$ cat src/rtl/pool2d_engine.sv
// pool2d_engine: multi-channel square 2-D pooling (average or max) over a
// single-port word memory. Reads a channel-major N x N map from in_base and
// writes the pooled H x H map per channel to out_base.
// Ports: clk/rst (async active-high); start/mode/pool_size/stride/dim/channels/
// in_base/out_base configure one run; mem_rd_* / mem_wr_* form the memory port
// (read data returns one cycle after mem_rd_en); busy/done/err report status.
module pool2d_engine #(
  parameter int ADDR_WIDTH = 12,
  parameter int DATA_WIDTH = 32,
  parameter int DIM_WIDTH  = 4,
  parameter int CH_WIDTH   = 3
) (
  input  logic                  clk,
  input  logic                  rst,
  input  logic                  start,
  input  logic                  mode,
  input  logic [DIM_WIDTH-1:0]  pool_size,
  input  logic [DIM_WIDTH-1:0]  stride,
  input  logic [DIM_WIDTH-1:0]  dim,
  input  logic [CH_WIDTH-1:0]   channels,
  input  logic [ADDR_WIDTH-1:0] in_base,
  input  logic [ADDR_WIDTH-1:0] out_base,
  output logic                  mem_rd_en,
  output logic [ADDR_WIDTH-1:0] mem_rd_addr,
  input  logic [DATA_WIDTH-1:0] mem_rd_data,
  output logic                  mem_wr_en,
  output logic [ADDR_WIDTH-1:0] mem_wr_addr,
  output logic [DATA_WIDTH-1:0] mem_wr_data,
  output logic                  busy,
  output logic                  done,
  output logic                  err
);

  localparam int ACC_W = DATA_WIDTH + 2 * DIM_WIDTH;

  typedef enum logic [2:0] {
    S_IDLE,
    S_RD,
    S_ACC,
    S_WR,
    S_DONE
  } state_t;

  state_t state_q, state_d;

  // Latched run configuration
  logic                  mode_q;
  logic [DIM_WIDTH-1:0]  p_q, s_q, n_q, h_q;
  logic [CH_WIDTH-1:0]   ch_num_q;
  logic [ADDR_WIDTH-1:0] in_base_q, out_base_q;
  logic                  err_q;

  // Traversal counters
  logic [CH_WIDTH-1:0]   ch_q;
  logic [DIM_WIDTH-1:0]  orow_q, ocol_q, wrow_q, wcol_q;

  logic signed [ACC_W-1:0] acc_q;

  // Address/data hold registers so the memory outputs keep their last value
  logic [ADDR_WIDTH-1:0] rd_addr_hold_q, wr_addr_hold_q;
  logic [DATA_WIDTH-1:0] wr_data_hold_q;

  // Start-time configuration checks and output side
  logic                 illegal_cfg;
  logic [DIM_WIDTH-1:0] stride_safe;
  logic [DIM_WIDTH-1:0] h_new;

  assign illegal_cfg = (pool_size == '0) || (stride == '0) ||
                       (channels == '0) || (pool_size > dim);
  // stride_safe only avoids a divide by zero; an illegal config never runs
  assign stride_safe = (stride == '0) ? DIM_WIDTH'(1) : stride;
  assign h_new       = ((dim - pool_size) / stride_safe) + DIM_WIDTH'(1);

  // Element and result addresses; all arithmetic wraps at ADDR_WIDTH
  logic [DIM_WIDTH-1:0]  in_row, in_col;
  logic [ADDR_WIDTH-1:0] rd_addr_c, wr_addr_c;

  assign in_row = (orow_q * s_q) + wrow_q;
  assign in_col = (ocol_q * s_q) + wcol_q;

  assign rd_addr_c = in_base_q
                   + ADDR_WIDTH'(ch_q) * ADDR_WIDTH'(n_q) * ADDR_WIDTH'(n_q)
                   + ADDR_WIDTH'(in_row) * ADDR_WIDTH'(n_q)
                   + ADDR_WIDTH'(in_col);

  assign wr_addr_c = out_base_q
                   + ADDR_WIDTH'(ch_q) * ADDR_WIDTH'(h_q) * ADDR_WIDTH'(h_q)
                   + ADDR_WIDTH'(orow_q) * ADDR_WIDTH'(h_q)
                   + ADDR_WIDTH'(ocol_q);

  // Loop-end flags
  logic last_elem, last_col, last_row, last_ch, first_elem;

  assign first_elem = (wrow_q == '0) && (wcol_q == '0);
  assign last_elem  = (wrow_q == p_q - DIM_WIDTH'(1)) && (wcol_q == p_q - DIM_WIDTH'(1));
  assign last_col   = (ocol_q == h_q - DIM_WIDTH'(1));
  assign last_row   = (orow_q == h_q - DIM_WIDTH'(1));
  assign last_ch    = (ch_q == ch_num_q - CH_WIDTH'(1));

  // Datapath: sign-extended read data and window result
  logic signed [ACC_W-1:0] rd_ext;
  logic signed [ACC_W-1:0] area_s;
  logic [DATA_WIDTH-1:0]   result_c;

  assign rd_ext = {{(2 * DIM_WIDTH){mem_rd_data[DATA_WIDTH-1]}}, mem_rd_data};
  // Divisor forced to 1 outside a run so the divider never sees zero
  assign area_s = (p_q == '0) ? ACC_W'(1) : ACC_W'(p_q) * ACC_W'(p_q);
  // Signed division truncates toward zero
  assign result_c = mode_q ? acc_q[DATA_WIDTH-1:0]
                           : DATA_WIDTH'(acc_q / area_s);

  // State register
  always_ff @(posedge clk or posedge rst) begin
    if (rst) begin
      state_q <= S_IDLE;
    end else begin
      state_q <= state_d;
    end
  end

  // Next state and strobes
  always_comb begin
    state_d   = state_q;
    busy      = 1'b0;
    done      = 1'b0;
    err       = 1'b0;
    mem_rd_en = 1'b0;
    mem_wr_en = 1'b0;
    case (state_q)
      S_IDLE: begin
        if (start) begin
          state_d = illegal_cfg ? S_DONE : S_RD;
        end
      end
      S_RD: begin
        busy      = 1'b1;
        mem_rd_en = 1'b1;
        state_d   = S_ACC;
      end
      S_ACC: begin
        busy    = 1'b1;
        state_d = last_elem ? S_WR : S_RD;
      end
      S_WR: begin
        busy      = 1'b1;
        mem_wr_en = 1'b1;
        state_d   = (last_col && last_row && last_ch) ? S_DONE : S_RD;
      end
      S_DONE: begin
        done    = 1'b1;
        err     = err_q;
        state_d = S_IDLE;
      end
      default: state_d = S_IDLE;
    endcase
  end

  // Addresses are driven live during their strobe, held otherwise
  assign mem_rd_addr = (state_q == S_RD) ? rd_addr_c : rd_addr_hold_q;
  assign mem_wr_addr = (state_q == S_WR) ? wr_addr_c : wr_addr_hold_q;
  assign mem_wr_data = (state_q == S_WR) ? result_c  : wr_data_hold_q;

  // Configuration, counters, accumulator
  always_ff @(posedge clk or posedge rst) begin
    if (rst) begin
      mode_q         <= 1'b0;
      p_q            <= '0;
      s_q            <= '0;
      n_q            <= '0;
      h_q            <= '0;
      ch_num_q       <= '0;
      in_base_q      <= '0;
      out_base_q     <= '0;
      err_q          <= 1'b0;
      ch_q           <= '0;
      orow_q         <= '0;
      ocol_q         <= '0;
      wrow_q         <= '0;
      wcol_q         <= '0;
      acc_q          <= '0;
      rd_addr_hold_q <= '0;
      wr_addr_hold_q <= '0;
      wr_data_hold_q <= '0;
    end else begin
      case (state_q)
        S_IDLE: begin
          if (start) begin
            mode_q     <= mode;
            p_q        <= pool_size;
            s_q        <= stride;
            n_q        <= dim;
            h_q        <= h_new;
            ch_num_q   <= channels;
            in_base_q  <= in_base;
            out_base_q <= out_base;
            err_q      <= illegal_cfg;
            ch_q       <= '0;
            orow_q     <= '0;
            ocol_q     <= '0;
            wrow_q     <= '0;
            wcol_q     <= '0;
            acc_q      <= '0;
          end
        end
        S_RD: begin
          rd_addr_hold_q <= rd_addr_c;
        end
        S_ACC: begin
          if (mode_q) begin
            // First element seeds the max; later ones replace if larger
            if (first_elem || (rd_ext > acc_q)) begin
              acc_q <= rd_ext;
            end
          end else begin
            acc_q <= acc_q + rd_ext;
          end
          // Window counters hold on the last element so WR sees them intact
          if (!last_elem) begin
            if (wcol_q == p_q - DIM_WIDTH'(1)) begin
              wcol_q <= '0;
              wrow_q <= wrow_q + DIM_WIDTH'(1);
            end else begin
              wcol_q <= wcol_q + DIM_WIDTH'(1);
            end
          end
        end
        S_WR: begin
          wr_addr_hold_q <= wr_addr_c;
          wr_data_hold_q <= result_c;
          acc_q          <= '0;
          wrow_q         <= '0;
          wcol_q         <= '0;
          if (last_col) begin
            ocol_q <= '0;
            if (last_row) begin
              orow_q <= '0;
              ch_q   <= ch_q + CH_WIDTH'(1);
            end else begin
              orow_q <= orow_q + DIM_WIDTH'(1);
            end
          end else begin
            ocol_q <= ocol_q + DIM_WIDTH'(1);
          end
        end
        default: begin
        end
      endcase
    end
  end

endmodule

$ cat config.mk
export PLATFORM = sky130hd
export DESIGN_NAME = pool2d_engine
export DESIGN_NICKNAME = d
export VERILOG_FILES = /design/src/rtl/pool2d_engine.sv
export SDC_FILE = /design/constraint.sdc
export NUM_CORES = 2
export LEC_CHECK = 0
export CORE_UTILIZATION = 55
export CTS_BUF_LIST = sky130_fd_sc_hd__clkbuf_16
export DETAILED_ROUTE_END_ITERATION = 7
export PLACE_DENSITY_LB_ADDON = 0.05
export SKIP_LAST_GASP = 1
export SLEW_MARGIN = 20
export SYNTH_ARGS = -nofsm -noshare
export SYNTH_HDL_FRONTEND = slang
export SYNTH_SLANG_ARGS = --single-unit
$ cat constraint.sdc
create_clock -name clk -period 110 [get_ports clk]
set_input_delay 22 -clock clk [delete_from_list [all_inputs] [get_ports clk]]
set_output_delay 22 -clock clk [all_outputs]
set_load 0.01 [all_outputs]
==> metrics.yaml <==
outcome: "completed"
synth.ff_latch_count: 163
gp_congestion: 1.009
placed_cells: 8498
fin_setup_tns_ps: 0
dieArea_mm2: 0.09496
grt_pass1_wl_um: 291800
grt_max_degree: 104
drt-pass1-iter-count: 6
cp.required_ps: 88000
skew_ps: 21.00
cp_max_fo: 19
grt_usage: 0.3784
setup_viol: 0
tightest_slew_ps: 1136
synth_most_common_cell: "nor2_1"
drive_gt1_frac: 0.1670
boundaryPins: 136
fp-row-count: 111
rrSetupSlack_ps: 25700
crit-reg2reg-capture: "wr_data_hold_q[30]"
dp_hpwl_um: 148600
start_kind: "flop"
drt-total-wl_um: 189600
syn-num-nets: 7653
overflow: 0
die_w_um: 308.2
yosys_warnings: 0
worst_ep_arrival_time_ps: 84740
clock_sinks: 163
vias: 57270
drtAntennaViolNets: 0
synth_top_cell_by_area: "ha_1"
wl_per_cell_um: 21.76
max_stage_delay_ps: 630
timing.fmax_mhz: 9.368
hold_violations: 0
antenna_found_initial: 13
area_delta_synth_final_pct: 15.23
report.final.slew_viol_count: 0
nNetsFinal: 8087
holdPathStages: 2
clockRootBuffer: "clkbuf_16"
maxCapViolCount: 0
finalNonFillerCells: 8717
relSlewSlack: 0.2382
die_h_um: 308.2
r2r-start: "acc_q[0]"
drc_errors: 0
ys_top_cells_by_area: "ha_1, dfrtp_1, xnor2_1"
synthFlopType: "dfrtp_1"
grt_pass1_vias: 52720
synth_cells: 7021
synth_edf_count: 0
period_share: 0.9704
viasPerCell: 6.570
ys_seq_area_frac: 0.07912
portBuffers: 135
synth.avg_cell_area_um2: 7.343
finalCriticalPeriod_ps: 106740
cts_max_path_buffers: 2
whs_endpoint: "rd_addr_hold_q[1]"
cp_slowest_cell: "or4_4"
start_util: 0.5590
worst_path_most_repeated_cell: "a21o_1"
hp-class: "reg2reg"
holdCritStartpoint: "rd_addr_hold_q[1]"
cp-end-kind: "output port"
drt_iter0_drc: 5493
synth_common_cells: "nor2_1, nand2_1, a21oi_1"
synth-async-reset-ratio: 1.000
cts_tree: "built"
numCtsBuffers: 17
htree_levels: 4
clk_latency_ps: 510
netlist_area_mm2: 0.05155
synth_top_area_share: 0.1146
reg2reg_depth: 424
ys_types: 169
path_class: "reg2out"
core_mm2: 0.09222
clk_pin_slew_worst_paths_ps: 80
-- layout by cell type (no fill, tap or decap), types with 32 or more instances in the layout --
cell type,n
o21ai_0,300
o31ai_1,74
xnor2_1,375
or3_1,68
a211oi_1,59
xor2_1,205
nor2_1,677
nor3_1,179
or4_1,46
mux2_2,96
o211ai_1,58
and4_1,34
a21oi_1,432
or2_2,51
ha_1,434
o21ai_1,65
a21oi_2,57
and2_1,123
nand4_1,132
nand2b_1,71
dfrtp_1,161
and3_1,114
a31oi_1,72
nor4_1,69
nand3_1,207
nor2b_1,71
o21a_1,65
o21bai_1,32
nand3b_1,36
a21o_1,165
inv_1,330
buf_4,492
mux2i_1,69
fa_1,85
clkdlybuf4s50_1,126
nand2_1,669
-- worst max-delay path by stage --
stage / from / endpoint / slack (ps) / depth (start not counted)
after floorplan: acc_q[1] / mem_wr_data[24] / 20 / 462
after global placement: acc_q[1] / mem_wr_data[24] / -1490 / 413
after detailed placement: acc_q[1] / mem_wr_data[22] / -3850 / 409
after CTS: acc_q[1] / mem_wr_data[24] / 20 / 420
after global routing: acc_q[0] / mem_wr_data[24] / -870 / 429
final: acc_q[0] / mem_wr_data[24] / 3260 / 425
-- routing by layer --
layer	wire length (µm)	vias up	GRT usage
li1	-	27070	-
met1	81470	27190	0.5061
met2	86120	2533	0.6180
met3	14400	465	0.04473
met4	7529	16	0.1471
met5	119	-	0
-- layout make-up --
cell class	instances	area (µm²)
antenna	6	15.01
clock buffer	17	425.4
clock inverter	15	197.7
fill	8465	32810
inverter	336	1269
multi-input combinational	6288	46540
sequential	163	4084
tap	1243	1555
timing repair buffer	649	5318
-- metrics by stage --
stage               worst slack [ps]  hold WS [ps]  utilization  instance area (µm²)
floorplan                      20.63         475.3            -                51690
global placement               -1494         451.7       0.6023                55550
detailed placement             -3846         458.2       0.6024                55550
CTS                            24.76         475.6       0.6128                56510
global route                  -870.0         506.6       0.6441                59400
finish                          3258         469.5       0.6442                59410
-- flip-flops by register name (all words and copies together) (netlist names) --
signal and count:
ch_num_q 3, acc_q 40, wcol_q 4, wrow_q 4, n_q 4, h_q 4
wr_addr_hold_q 12, orow_q 4, out_base_q 12, err_q 1, in_base_q 12, ocol_q 4
rd_addr_hold_q 12, p_q 4, state_q 3, s_q 4, ch_q 3, mode_q 1
wr_data_hold_q 32
-- worst max-delay path, delay by kind of cell (launching register included) --
kind | cells | cell delay (ps)
and+or+nand+nor | 185 | 35150
AOI/OAI and AO/OA | 153 | 28090
adders and majority gates | 41 | 11880
buffers and inverters | 27 | 4070
muxes | 9 | 2870
xor gates and xnor gates | 10 | 1720
DFF | 1 | 380
-- logic make-up (layout without fill, tap and decap cells) --
group / after synthesis / count (layout) / share of synthesized area
AO/OA/AOI/OAI: 1995 / 1997 / 0.2698
XOR/XNOR: 597 / 597 / 0.1023
adder cells (fa/ha/maj): 558 / 558 / 0.1478
buffers and inverters: 577 / 1017 / 0.05713
flip-flops: 163 / 163 / 0.07912
multiplexers: 192 / 192 / 0.04051
other: 0 / 6 / 0
AND/OR/NAND/NOR: 2939 / 2944 / 0.3034
-- what timing repair did --
action | in CTS | in global routing
setup endpoints to repair | 32 | 32
hold buffers | 0 | 0
pin swaps | 10 | 164
cloned | 0 | 11
buffers inserted | 14 | 156
resized for setup | 50 | 387
Power is left out: the tool's default activity adds up to more than one toggle a clock period on the data nets, which glitch-free logic cannot reach.
